## config.mk

```make
export PLATFORM = sky130hd
export DESIGN_NAME = vliw_divider
export DESIGN_NICKNAME = d
export VERILOG_FILES = /design/src/rtl/vliw_divider.sv
export SDC_FILE = /design/constraint.sdc
export NUM_CORES = 1
export LEC_CHECK = 0
export BUFFER_PORTS_ARGS = -buffer_cell sky130_fd_sc_hd__buf_2
export CAP_MARGIN = 10
export CORE_ASPECT_RATIO = 1.2
export CORE_MARGIN = 5
export CORE_UTILIZATION = 43
export CTS_CLUSTER_SIZE = 10
export DETAILED_ROUTE_END_ITERATION = 8
export SYNTH_ARGS = -nofsm -noshare
export SYNTH_HDL_FRONTEND = slang
export SYNTH_SLANG_ARGS = --single-unit
```

## constraint.sdc

```tcl
create_clock -name wb_clk_i -period 5.6 [get_ports wb_clk_i]
set_input_delay 1.12 -clock wb_clk_i [delete_from_list [all_inputs] [get_ports wb_clk_i]]
set_output_delay 1.12 -clock wb_clk_i [all_outputs]
set_load 0.01 [all_outputs]
```

## src/rtl/vliw_divider.sv

```systemverilog
// Iterative restoring integer divider, BITS_PER_CYCLE quotient bits per clock.
// Signed operands are divided as magnitudes, with the signs applied when the result is registered.
module vliw_divider #(
    parameter int WIDTH          = 32,
    parameter int BITS_PER_CYCLE = 1,
    parameter int TAG_W          = 6
) (
    input  logic             wb_clk_i,
    input  logic             rst_n,
    input  logic             flush,
    input  logic             in_valid,
    output logic             in_ready,
    input  logic [WIDTH-1:0] in_a,
    input  logic [WIDTH-1:0] in_b,
    input  logic             in_signed,
    input  logic             in_rem,
    input  logic [TAG_W-1:0] in_tag,
    output logic             out_valid,
    input  logic             out_ready,
    output logic [WIDTH-1:0] out_result,
    output logic [TAG_W-1:0] out_tag,
    output logic             out_div_zero,
    output logic             busy
);
    localparam int N     = WIDTH / BITS_PER_CYCLE;
    localparam int CNT_W = $clog2(N + 1);
    localparam logic [WIDTH-1:0] MIN = {1'b1, {(WIDTH-1){1'b0}}};

    typedef enum logic [1:0] {IDLE, CALC, DONE} state_t;

    state_t             state_q;
    logic [2*WIDTH-1:0] pr_q;
    logic [WIDTH-1:0]   div_q;
    logic [CNT_W-1:0]   cnt_q;
    logic               neg_q_q;
    logic               neg_r_q;
    logic               sel_rem_q;
    logic               out_valid_q;
    logic [WIDTH-1:0]   out_result_q;
    logic [TAG_W-1:0]   out_tag_q;
    logic               out_dz_q;

    logic               accept;
    logic               a_neg, b_neg, b_zero, ovf;
    logic [WIDTH-1:0]   a_mag, b_mag, spec_res;
    logic [WIDTH-1:0]   q_raw, r_raw, res_d;

    assign in_ready     = (state_q == IDLE) || ((state_q == DONE) && out_ready);
    assign accept       = in_valid && in_ready && !flush;
    assign busy         = (state_q != IDLE);
    assign out_valid    = out_valid_q;
    assign out_result   = out_result_q;
    assign out_tag      = out_tag_q;
    assign out_div_zero = out_dz_q;

    assign a_neg  = in_signed && in_a[WIDTH-1];
    assign b_neg  = in_signed && in_b[WIDTH-1];
    assign a_mag  = a_neg ? -in_a : in_a;
    assign b_mag  = b_neg ? -in_b : in_b;
    assign b_zero = (in_b == '0);
    assign ovf    = in_signed && (in_a == MIN) && (&in_b);
    // Divide-by-zero returns the raw dividend as remainder; signed overflow gives MIN, 0.
    assign spec_res = b_zero ? (in_rem ? in_a : '1) : (in_rem ? '0 : MIN);

    // Unrolled restoring steps; upper half holds the partial remainder (< divisor),
    // quotient bits enter at the LSB end.
    logic [BITS_PER_CYCLE:0][2*WIDTH-1:0] stg;
    assign stg[0] = pr_q;

    for (genvar i = 0; i < BITS_PER_CYCLE; i++) begin : g_step
        logic [WIDTH:0] hi;
        logic [WIDTH:0] diff;
        logic           ge;
        assign hi   = stg[i][2*WIDTH-1:WIDTH-1];
        assign diff = hi - {1'b0, div_q};
        assign ge   = !diff[WIDTH];
        assign stg[i+1] = {(ge ? diff[WIDTH-1:0] : hi[WIDTH-1:0]), stg[i][WIDTH-2:0], ge};
    end

    assign q_raw = stg[BITS_PER_CYCLE][WIDTH-1:0];
    assign r_raw = stg[BITS_PER_CYCLE][2*WIDTH-1:WIDTH];
    assign res_d = sel_rem_q ? (neg_r_q ? -r_raw : r_raw)
                             : (neg_q_q ? -q_raw : q_raw);

    always_ff @(posedge wb_clk_i or negedge rst_n) begin
        if (!rst_n) begin
            state_q      <= IDLE;
            pr_q         <= '0;
            div_q        <= '0;
            cnt_q        <= '0;
            neg_q_q      <= 1'b0;
            neg_r_q      <= 1'b0;
            sel_rem_q    <= 1'b0;
            out_valid_q  <= 1'b0;
            out_result_q <= '0;
            out_tag_q    <= '0;
            out_dz_q     <= 1'b0;
        end else if (flush) begin
            state_q     <= IDLE;
            out_valid_q <= 1'b0;
        end else if (accept) begin
            out_tag_q <= in_tag;
            sel_rem_q <= in_rem;
            neg_r_q   <= a_neg;
            neg_q_q   <= a_neg ^ b_neg;
            div_q     <= b_mag;
            pr_q      <= {{WIDTH{1'b0}}, a_mag};
            cnt_q     <= CNT_W'(N);
            if (b_zero || ovf) begin
                state_q      <= DONE;
                out_valid_q  <= 1'b1;
                out_result_q <= spec_res;
                out_dz_q     <= b_zero;
            end else begin
                state_q     <= CALC;
                out_valid_q <= 1'b0;
                out_dz_q    <= 1'b0;
            end
        end else begin
            case (state_q)
                CALC: begin
                    pr_q  <= stg[BITS_PER_CYCLE];
                    cnt_q <= cnt_q - CNT_W'(1);
                    if (cnt_q == CNT_W'(1)) begin
                        state_q      <= DONE;
                        out_valid_q  <= 1'b1;
                        out_result_q <= res_d;
                    end
                end
                DONE: begin
                    if (out_ready) begin
                        state_q     <= IDLE;
                        out_valid_q <= 1'b0;
                    end
                end
                default: ;
            endcase
        end
    end
endmodule
```

-- After elaboration in Yosys (flattened, before gate mapping)
Cells that the tools add are included.
- logic and storage cells: 78
- input port bits: 77
- register bits after elaboration: 147
- output and inout port bits: 42
- eq/ne operators: 7
- bitwise gates (word level): 2
- mux-type cells: 30
- reduce and logical (&&, ||, !) cells: 22
- add/subtract/negate cells: 6
- operators by type and width (operator ; number):
    $mux 32 ; 13
    $mux 64 ; 2
    $neg 32->32 ; 4
    $sub 33x32->33 ; 1
    $eq 32x32->1 const B ; 1
    $logic_not 32->1 ; 1
    $reduce_and 32->1 ; 1
    $mux 6 ; 2
    $mux 2 ; 5
    $ne 4x4->1 const B ; 2
    $logic_and 1x1->1 ; 7
    $eq 6x1->1 const B ; 1
    $mux 1 ; 6
    $reduce_bool 2->1 ; 3
    $sub 6x1->6 const B ; 1
    $pmux 2 s2 ; 1
    $reduce_and 2->1 ; 2
    $reduce_and 4->1 ; 1
    $reduce_bool 4->1 ; 1
    $reduce_and 3->1 ; 1
    $eq 2x1->1 const B ; 1
    $eq 2x2->1 const B ; 1
    $logic_not 1->1 ; 2
    $logic_not 2->1 ; 1
    other kinds (5) ; 6

-- Longest topological paths before layout
Gate-level depths: netlist of run 1.
- depth in word-level cells: 8
- depth in mapped cells: 25
- mapped depth without buffers: 22

-- Worst setup path before layout of run 1
Ideal clock, no wire load.
- path kind: flip-flop to flip-flop
- start: register pr_q[31]
- end: register out_result_q[26] (netlist: out_result[26])
- slack: 535 ps
- buffers on the path: 3
- required time: 5464 ps
- library setup time: 136 ps
- data arrival time: 4929 ps
- clock period less this slack: 5065 ps
- cell stages (with the launch flop): 24
- cell sequence: dfrtp_1 inv_1 ha_1 inv_1 fa_1 a211oi_4 o211ai_2 a221oi_4 nor4bb_4 nor3_4 nor2_8 inv_2 buf_2 buf_2 buf_1 ha_1 nand2b_1 or3_1 or3_1 o41ai_1 xor2_1 nor2_1 a31oi_1 o211ai_1
- cells in the longest elaborated chain, start to end: 8
- elaborated cells between the ends (all ways): 11
- those cells by class: add/sub (3); mux (7); reduce/logical (1)
- ends and longest elaborated chain (item ; line ; source):
    start, declared ; 32 ; logic [2*WIDTH-1:0] pr_q;
    start signal, assigned ; 107 ; pr_q <= {{WIDTH{1'b0}}, a_mag};
    start signal, assigned ; 122 ; pr_q <= stg[BITS_PER_CYCLE];
    $sub 33x32->33 ; 75 ; assign diff = hi - {1'b0, div_q};
    $mux 32 or $logic_not 1->1 (tied branches) ; 77, 76 ;
    $neg 32->32, on equally long branches ; 82, 83 ;
    $mux 32, on equally long branches ; 82, 83 ;
    $mux 32 (*) ; 82 ; assign res_d = sel_rem_q ? (neg_r_q ? -r_raw : r_raw)
    $mux 32 (*) ; 124 ; if (cnt_q == CNT_W'(1)) begin
    $mux 32 (*) ; 120 ; case (state_q)
    $mux 32 (*) ; 101 ; end else if (accept) begin
    end signal, assigned ; 112 ; out_result_q <= spec_res;
    end signal, assigned ; 127 ; out_result_q <= res_d;
    end, declared ; 39 ; logic [WIDTH-1:0] out_result_q;
Mark *: on every way between the ends. The rest lies on a longest branch, timed or not. The select of a mux whose other input is x is not followed.
A chain may end at the register's enable or synchronous reset.

-- Worst setup path after layout of run 1
- start: register pr_q[31]
- end: register out_result_q[24] (netlist: out_result[24])
Same word-level chain as after synthesis.

==> impl_metrics.ini, run 1 <==
[status]
status = complete, no violations

[floorplanning]
ioPinCount = 119
initial_core_util_pct = 43.42
die_w_um = 163.3
die_h_um = 193.9
rows = 67
core_region_area_mm2 = 0.02792
die_area_mm2 = 0.03166

[setup_path]
cp-startpoint = pr_q[31]$_DFFE_PN0P_
required_ns = 5.91
reg2reg_from = pr_q[31]$_DFFE_PN0P_
reg2reg_slack_ns = 0.69
r2r-end = out_result[24]$_DFFE_PN0P_
crit_fanout = 8
start_kind = flop
arrival_ns = 5.21
critPathCapture = out_result[24]$_DFFE_PN0P_
r2r_cells = 18
cp-end-kind = flop
crit_type = flop to flop

[logic_synthesis]
yosys.area.top_type = dfrtp_1
ys_warn_count = 0
synth_cells = 1513
syn_area_per_cell_um2 = 8.012
synth-simple-area-share_pct = 21.39
ys_top_cells_by_area = dfrtp_1 30%, o21ai_0 7.3%, nand2_1 5.7%
synth_seq_cells = 146
synth_area_mm2 = 0.01212
synth.distinct_cells = 85
synth_compound_area_share_pct = 26.39
synth.top_cell.area_share_pct = 30.14
synthArstFlopShare_pct = 100.0
synth_top_family_by_area = compound AO/OA/AOI/OAI gates
synth_edf_count = 0
syn_nets = 1633
yosysSeqAreaShare_pct = 30.14
synthAdderAreaFrac_pct = 4.500
synthXorXnorAreaFrac_pct = 9.610
synthFlopType = dfrtp_1
synthMuxAreaShare_pct = 3.076

[sta]
slew_headroom_pct = 26.11
period_share_pct = 87.62
hold_viol_final = 0
finClkSkew_ns = 0.01033
fmax_ghz = 0.2038
grt_setup_unrepaired = false
worst_pin_slew_ns = 1.108
maxSlewViolCount = 0
layout_min_cycle_time_ns = 4.907
finalSetupTns_ns = 0
setup_viol = 0

[cells_and_area]
area_growth_pct = 12.84
layout_common_cells = 184 x nand2_1, 177 x o21ai_0, 146 x dfrtp_1
final_common_cell = nand2_1
drive_gt1_share_pct = 13.82
nets = 1713
fill_cells = 2771
stdcell_count = 1985
n_antenna_cell = 0

[clock_network]
clkTransAtPathRegs_ns = 0.06
cts_buffer_depth = 2
cts_tree = built
cts.htree.levels = 4
clk_latency_ns = 0.45
cts-root-buf = clkbuf_16
numCtsBuffers = 17
cts_sinks = 146
post_cts_resized = 0

[job]
maxCapViolCount = 0

[pwr]
ir_worst_vdd_v = 0.0002155
p_leak_uw = 0.005946
powerDensity_mw_per_mm2 = 442.8
p_total_uw = 6056

[place]
routabilityCongestion = 0.9051
numPortBuffers = 118
place_inst = 1949
hpwl_mm = 31.54

[global_route]
grt_max_degree = 71
gr-total-overflow = 0
grt_pass1_vias = 11584
antenna_found_initial = 0
grt_pass1_wl_mm = 65.99
grtUsageTotal_pct = 26.07

[min_path]
min_from = out_tag[5]$_DFFE_PN0P_
hp-class = flop to flop

[drt]
antenna_left = 0
wl_per_cell_um = 20.67
first_pass_iters = 7
viasPerCell = 5.952
wirelength_mm = 41.03
vias = 11814
drc = 0
drt_iter0_markers = 931
[through the flow]
step	utilization, %	worst slack (ns)	instance area [um2]	hold WS [ns]
after floorplan	-	0.5348	12120	0.4498
after global placement	46.76	0.5605	13050	0.4530
after detailed placement	46.76	0.4608	13050	0.4613
after CTS	48.89	0.4300	13650	0.4774
after global routing	49.00	0.2665	13680	0.5113
final	49.00	0.6935	13680	0.4769
[routing by layer]
metal / share of wire [%] / GRT usage, %
met4: 2.2 / 8.080
met2: 49 / 44.72
met3: 4.7 / 3.083
met1: 44 / 34.28
met5: 0 / 0
[synth_stat cells (all sizes together), types with 5 or more instances]
cell type / number
a211oi: 16
a21boi: 7
a21o: 17
a21oi: 68
a221oi: 6
a222oi: 5
a22oi: 33
a31oi: 18
and2: 12
and3: 16
and4: 5
buf: 22
clkbuf: 67
dfrtp: 146
ha: 42
inv: 61
mux2i: 35
nand2: 185
nand2b: 20
nand3: 23
nand3b: 6
nand4: 24
nor2: 109
nor2b: 7
nor3: 34
nor3b: 7
nor4: 16
o211ai: 16
o21a: 8
o21ai: 191
o22ai: 7
o31ai: 31
o41ai: 15
or2: 7
or3: 24
or4: 13
xnor2: 78
xor2: 55
[how the worst min path moves through the flow]
stage / end / cells past startpoint
5_1_grt: out_tag[1]$_DFFE_PN0P_ / 2
3_5_place_dp: out_tag[5]$_DFFE_PN0P_ / 2
4_1_cts: out_tag[5]$_DFFE_PN0P_ / 2
3_3_place_gp: out_tag[2]$_DFFE_PN0P_ / 2
6_report: out_tag[5]$_DFFE_PN0P_ / 2
2_1_floorplan: div_q[10]$_DFFE_PN0P_ / 2
[cell type report]
type / count / area (um2) / area share [%]
clock buffers: 20 / 466.7 / 3.412
clock inverters: 12 / 127.6 / 0.9330
inverters: 61 / 229.0 / 1.674
multi-input cells: 1217 / 7890 / 57.68
flip-flops and latches: 146 / 3654 / 26.71
well taps: 379 / 474.2 / 3.467
repair buffers: 150 / 837.1 / 6.120
[power breakdown]
part | leakage (uW) | internal, uW | switching, uW
combinational | 0.00377 | 1190 | 1870
sequential | 0.00188 | 1430 | 385
clock | 0.000297 | 692 | 492
[cells by family (layout without fill, tap and decap cells)]
group,count (synthesis),after routing
muxes,37,37
AOI/OAI and AO/OA,486,486
buffers and inverters,150,243
and+or+nand+nor,518,518
xor gates and xnor gates,133,133
adders and majority gates,43,43
DFF,146,146
[critical path: stages, from the launching register on]
cell and delay (ns):
dfrtp_1 0.41, inv_1 0.07, ha_1 0.18, inv_1 0.06, fa_1 0.43, a211oi_4 0.34, o211ai_2 0.16, a221oi_4 0.50
nor4bb_4 0.14, nor3_4 0.30, nor2_8 0.04, inv_2 0.14, mux2i_1 0.30, ha_1 0.28, o221ai_1 0.25, or3_1 0.53
nor4_2 0.29, mux2i_1 0.24, o211ai_1 0.10
[what timing repair did]
action | CTS | global route
endpoints found under the setup margin | 0 | 1
buffers inserted | 0 | 4
hold buffers | 0 | 0
[sequential cells by signal, indices dropped and copies added, names as in the netlist]
signal and cells:
out_result 32, pr_q 64, neg_q_q 1, sel_rem_q 1
out_div_zero 1, out_tag 6, div_q 32, neg_r_q 1
cnt_q 6, state_q 2
(Power assumes the default switching activity.)
==> run 2, diff against run 1 <==
clock period = 6.1 ns   (was 5.6 ns; I/O delays follow)
==> impl_metrics.ini, run 2 (same netlist as run 1, synthesis figures left out) <==
[setup_path]
path_buf_inv = 1
start_kind = flop
cp-end-kind = flop
crit_fanout = 34
crit_type = flop to flop
max_stage_delay_ns = 0.54
arrival_ns = 5.62
critPathTopFamily = compound AO/OA/AOI/OAI gates
required_ns = 6.45
crit_slowest_cell = mux2i_1
crit_chain = ha_1, a21oi_1, o211ai_2, a221oi_4, nor4bb_4, o21a_4, nor2_8, buf_4, mux2i_1, nand3b_1, o41ai_2, xor2_1, a311oi_1

[cells_and_area]
nets = 1700
n_antenna_cell = 0
layout_common_cells = 184 x nand2_1, 177 x o21ai_0, 146 x dfrtp_1
top_register = pr_q
final_common_cell = nand2_1
drive_gt1_share_pct = 12.87
stdcell_count = 1972
area_growth_pct = 12.14
largest_reg_flops = 64

[clock_network]
cts_sinks = 146
clkTransAtPathRegs_ns = 0.06
cts_setup_buffers = 0
holdBufCountCts = 0
cts-root-buf = clkbuf_16
cts_tree = built
cts.htree.levels = 4
numCtsBuffers = 17
cts_buffer_depth = 2
post_cts_resized = 0
clk_latency_ns = 0.44

[global_route]
grt_max_degree = 93
antenna_found_initial = 0
grt_pass1_vias = 11706
grtUsageTotal_pct = 25.89
grt_pass1_wl_mm = 65.56
gr-total-overflow = 0

[sta]
hold_viol_final = 0
fmax_ghz = 0.1895
slew_headroom_pct = 24.69
finalSetupTns_ns = 0
maxSlewViolCount = 0
layout_min_cycle_time_ns = 5.276
finClkSkew_ns = 0.007094
period_share_pct = 86.50
worst_pin_slew_ns = 1.130
grt_setup_unrepaired = false
setup_viol = 0

[min_path]
hp-class = flop to flop

[place]
hpwl_mm = 31.16
routabilityCongestion = 0.8838
place_inst = 1940
numPortBuffers = 118

[pwr]
p_switching_uw = 2500
clkPwrFrac_pct = 20.0
powerDensity_mw_per_mm2 = 409.9
p_comb_share_pct = 50.1
p_leak_uw = 0.005879
p_sw_share_pct = 44.87
p_int_uw = 3072
p_seq_share_pct = 29.9
ir_worst_vdd_v = 0.0002136

[job]
maxCapViolCount = 0

[drt]
wl_per_cell_um = 20.71
drt_iter0_markers = 666
antenna_left = 0
first_pass_iters = 5
drc = 0
vias = 11782
wirelength_mm = 40.85
viasPerCell = 5.975

[floorplanning]
die_area_mm2 = 0.03166
die_h_um = 193.9
ioPinCount = 119
rows = 67
die_w_um = 163.3
core_region_area_mm2 = 0.02792
initial_core_util_pct = 43.42

[status]
status = complete, no violations
-- run 2: cell count changes in the layout (fill, tap and decap cells not counted), sizes merged --
cell    change
clkinv      -3
inv         -2
buf        -13
clkbuf      +4
bufinv      +1
-- run 2: final timing paths --
path	from	endpoint	slack (ns)	cells after the start
max	pr_q[38]$_DFFE_PN0P_	out_result[29]$_DFFE_PN0P_	0.82	13
min	out_tag[2]$_DFFE_PN0P_	out_tag[2]$_DFFE_PN0P_	0.47	2
max reg2reg	pr_q[38]$_DFFE_PN0P_	out_result[29]$_DFFE_PN0P_	0.82	13
min reg2reg	out_tag[2]$_DFFE_PN0P_	out_tag[2]$_DFFE_PN0P_	0.47	2
max in group asynchronous	rst_n	pr_q[56]$_DFFE_PN0P_	3.92	2
min in group asynchronous	rst_n	out_tag[0]$_DFFE_PN0P_	0.87	1
-- run 2: power by group through the flow --
stage / Clock (uW) / Sequential (uW) / Combinational, uW
after floorplan: 0 / 1590 / 2000
after global placement: 0 / 1670 / 2740
after detailed placement: 0 / 1670 / 2770
after CTS: 1130 / 1660 / 2780
after global routing: 1170 / 1710 / 3100
final: 1110 / 1670 / 2790
-- run 2: tightest hold or removal path, stage by stage (launching register included) --
cell and delay (ns):
dfrtp_1 0.34, nand2_1 0.05, nand2_1 0.05
-- run 2: stage by stage --
stage / setup slack (ns) / power (uW) / utilization, % / cell area [um2] / hold slack [ns]
2_1_floorplan: 1.035 / 3598 / - / 12120 / 0.4498
3_3_place_gp: 1.002 / 4405 / 46.52 / 12990 / 0.4538
3_5_place_dp: 0.8819 / 4441 / 46.52 / 12990 / 0.4564
4_1_cts: 0.8403 / 5576 / 48.69 / 13590 / 0.4720
5_1_grt: 0.4811 / 5982 / 48.69 / 13590 / 0.4956
6_report: 0.8237 / 5571 / 48.69 / 13590 / 0.4691
-- run 2: layout make-up --
type	instances	area, um2
flip-flops and latches	146	3654
multi-input cells	1217	7890
inverters	61	229.0
clock buffers	24	481.7
well taps	379	474.2
clock inverters	8	125.1
repair buffers	137	739.5
fillers	2816	14320
-- run 2: routing by layer --
layer	part of all wire, %	vias up	GRT usage, %
met5	0	-	0
met4	4.1	0	10.53
met3	4.9	89	3.700
met2	48	363	42.88
met1	43	5686	33.90
li1	-	5644	-
==> run 3, diff against run 2 <==
REMOVE_ABC_BUFFERS = 1   (was not set)
==> impl_metrics.ini, run 3 (same netlist as run 1, synthesis figures left out) <==
[cells_and_area]
top_register = pr_q
drive_gt1_share_pct = 13.22
nets = 1703
n_antenna_cell = 0
area_growth_pct = 12.03
layout_common_cells = 184 x nand2_1, 177 x o21ai_0, 146 x dfrtp_1
final_common_cell = nand2_1
largest_reg_flops = 64
stdcell_count = 1975

[setup_path]
reg2reg_slack_ns = 0.69
max_stage_delay_ns = 0.57
reg2reg_from = pr_q[31]$_DFFE_PN0P_
crit_fanout = 16
crit_chain = inv_1, ha_1, inv_1, fa_1, a211oi_4, o211ai_2, a221oi_4, nor4bb_4, nor3_4, nor2_8, inv_2, mux2i_1, ha_1, o221ai_1, or3_1, nor4_1, mux2i_1, o211ai_1
cp-end-kind = flop
cp-startpoint = pr_q[31]$_DFFE_PN0P_
crit_type = flop to flop
crit_slowest_cell = nor3_4
path_buf_inv = 3
arrival_ns = 5.71
start_kind = flop
critPathTopFamily = simple AND/OR/NAND/NOR gates
required_ns = 6.40

[place]
preCtsSetupSlack_ns = 0.6852
routabilityCongestion = 0.9069
hpwl_mm = 29.48
place_inst = 1943
numPortBuffers = 118

[status]
status = complete, no violations

[floorplanning]
rows = 67
die_area_mm2 = 0.03166
ioPinCount = 119
die_h_um = 193.9
core_region_area_mm2 = 0.02792
die_w_um = 163.3
initial_core_util_pct = 43.42

[sta]
setup_viol = 0
worst_pin_slew_ns = 1.045
grt_setup_unrepaired = false
maxSlewViolCount = 0
layout_min_cycle_time_ns = 5.414
hold_viol_final = 0
setup_ws_ns = 0.6862
period_share_pct = 88.75
holdWs_ns = 0.4674
fmax_ghz = 0.1847
finClkSkew_ns = 0.01084
slew_headroom_pct = 29.70
finalSetupTns_ns = 0

[pwr]
p_leak_uw = 0.005859
powerDensity_mw_per_mm2 = 401.7
ir_worst_vdd_v = 0.0002216

[drt]
vias = 11634
viasPerCell = 5.891
wirelength_mm = 39.05
antenna_left = 0
wl_per_cell_um = 19.77
first_pass_iters = 6
drt_iter0_markers = 891
drc = 0

[clock_network]
cts_sinks = 146
clk_latency_ns = 0.44
holdBufCountCts = 0
cts-root-buf = clkbuf_16
cts_setup_buffers = 0
numCtsBuffers = 17
clkTransAtPathRegs_ns = 0.07
post_cts_resized = 0
cts.htree.levels = 4
cts_buffer_depth = 2
cts_tree = built

[global_route]
grt_pass1_wl_mm = 62.76
grt_pass1_vias = 11411
grt_max_degree = 99
grtUsageTotal_pct = 24.55
antenna_found_initial = 0
gr-total-overflow = 0

[job]
maxCapViolCount = 0

[min_path]
hp-class = flop to flop
min_from = out_tag[3]$_DFFE_PN0P_
==> run 3: cell count changes in the layout (fill, tap and decap cells not counted) <==
cell / change
clkbuf_8: -2
clkinvlp_4: +5
clkbuf_1: -3
inv_6: +2
clkinv_4: +2
bufinv_16: -2
buf_4: +3
clkinv_2: -2
==> run 3: path summary, 6_finish.rpt <==
| check | to | cells past startpoint |
|---|---|---|
| min in group asynchronous | out_result[3]$_DFFE_PN0P_ | 1 |
| worst min-delay path | out_tag[3]$_DFFE_PN0P_ | 2 |
| worst max register to register | out_result[26]$_DFFE_PN0P_ | 18 |
| worst max-delay path | out_result[26]$_DFFE_PN0P_ | 18 |
| worst min register to register | out_tag[3]$_DFFE_PN0P_ | 2 |
| max in group asynchronous | div_q[26]$_DFFE_PN0P_ | 2 |
==> run 3: stage by stage <==
step	util (%)	power (uW)	area, um2
after detailed placement	46.60	4401	13010
final	48.64	5455	13580
after floorplan	-	3525	11760
after CTS	48.64	5457	13580
after global placement	46.60	4372	13010
after global routing	48.64	5874	13580
==> run 3: layer usage <==
layer	wire length, um	track usage (%)	up-vias
met2	18520	40.37	357
met3	1836	3.104	48
met5	0	0	-
met4	850	6.681	0
met1	17840	34.08	5575
li1	-	-	5654
==> run 3: layout make-up <==
class                   count  area (um2)
clock buffers              19       442.9
clock inverters            13       127.6
fillers                  2811       14340
inverters                  61       229.0
multi-input cells        1217        7890
flip-flops and latches    146        3654
well taps                 379       474.2
repair buffers            140       762.0
==> run 3: worst reg2reg max path, cell delays in order (launching register included) <==
cell and delay (ns):
dfrtp_1 0.42, inv_1 0.08, ha_1 0.18, inv_1 0.06, fa_1 0.43, a211oi_4 0.32, o211ai_2 0.16, a221oi_4 0.50
nor4bb_4 0.14, nor3_4 0.57, nor2_8 0.14, inv_2 0.21, mux2i_1 0.32, ha_1 0.29, o221ai_1 0.27, or3_1 0.54
nor4_1 0.30, mux2i_1 0.24, o211ai_1 0.10
==> run 3: power breakdown <==
group	total [uW]	internal [uW]	switching, uW
Sequential	1630	1310	317
Combinational	2790	1080	1700
Clock	1040	577	459
Total	5460	2970	2480
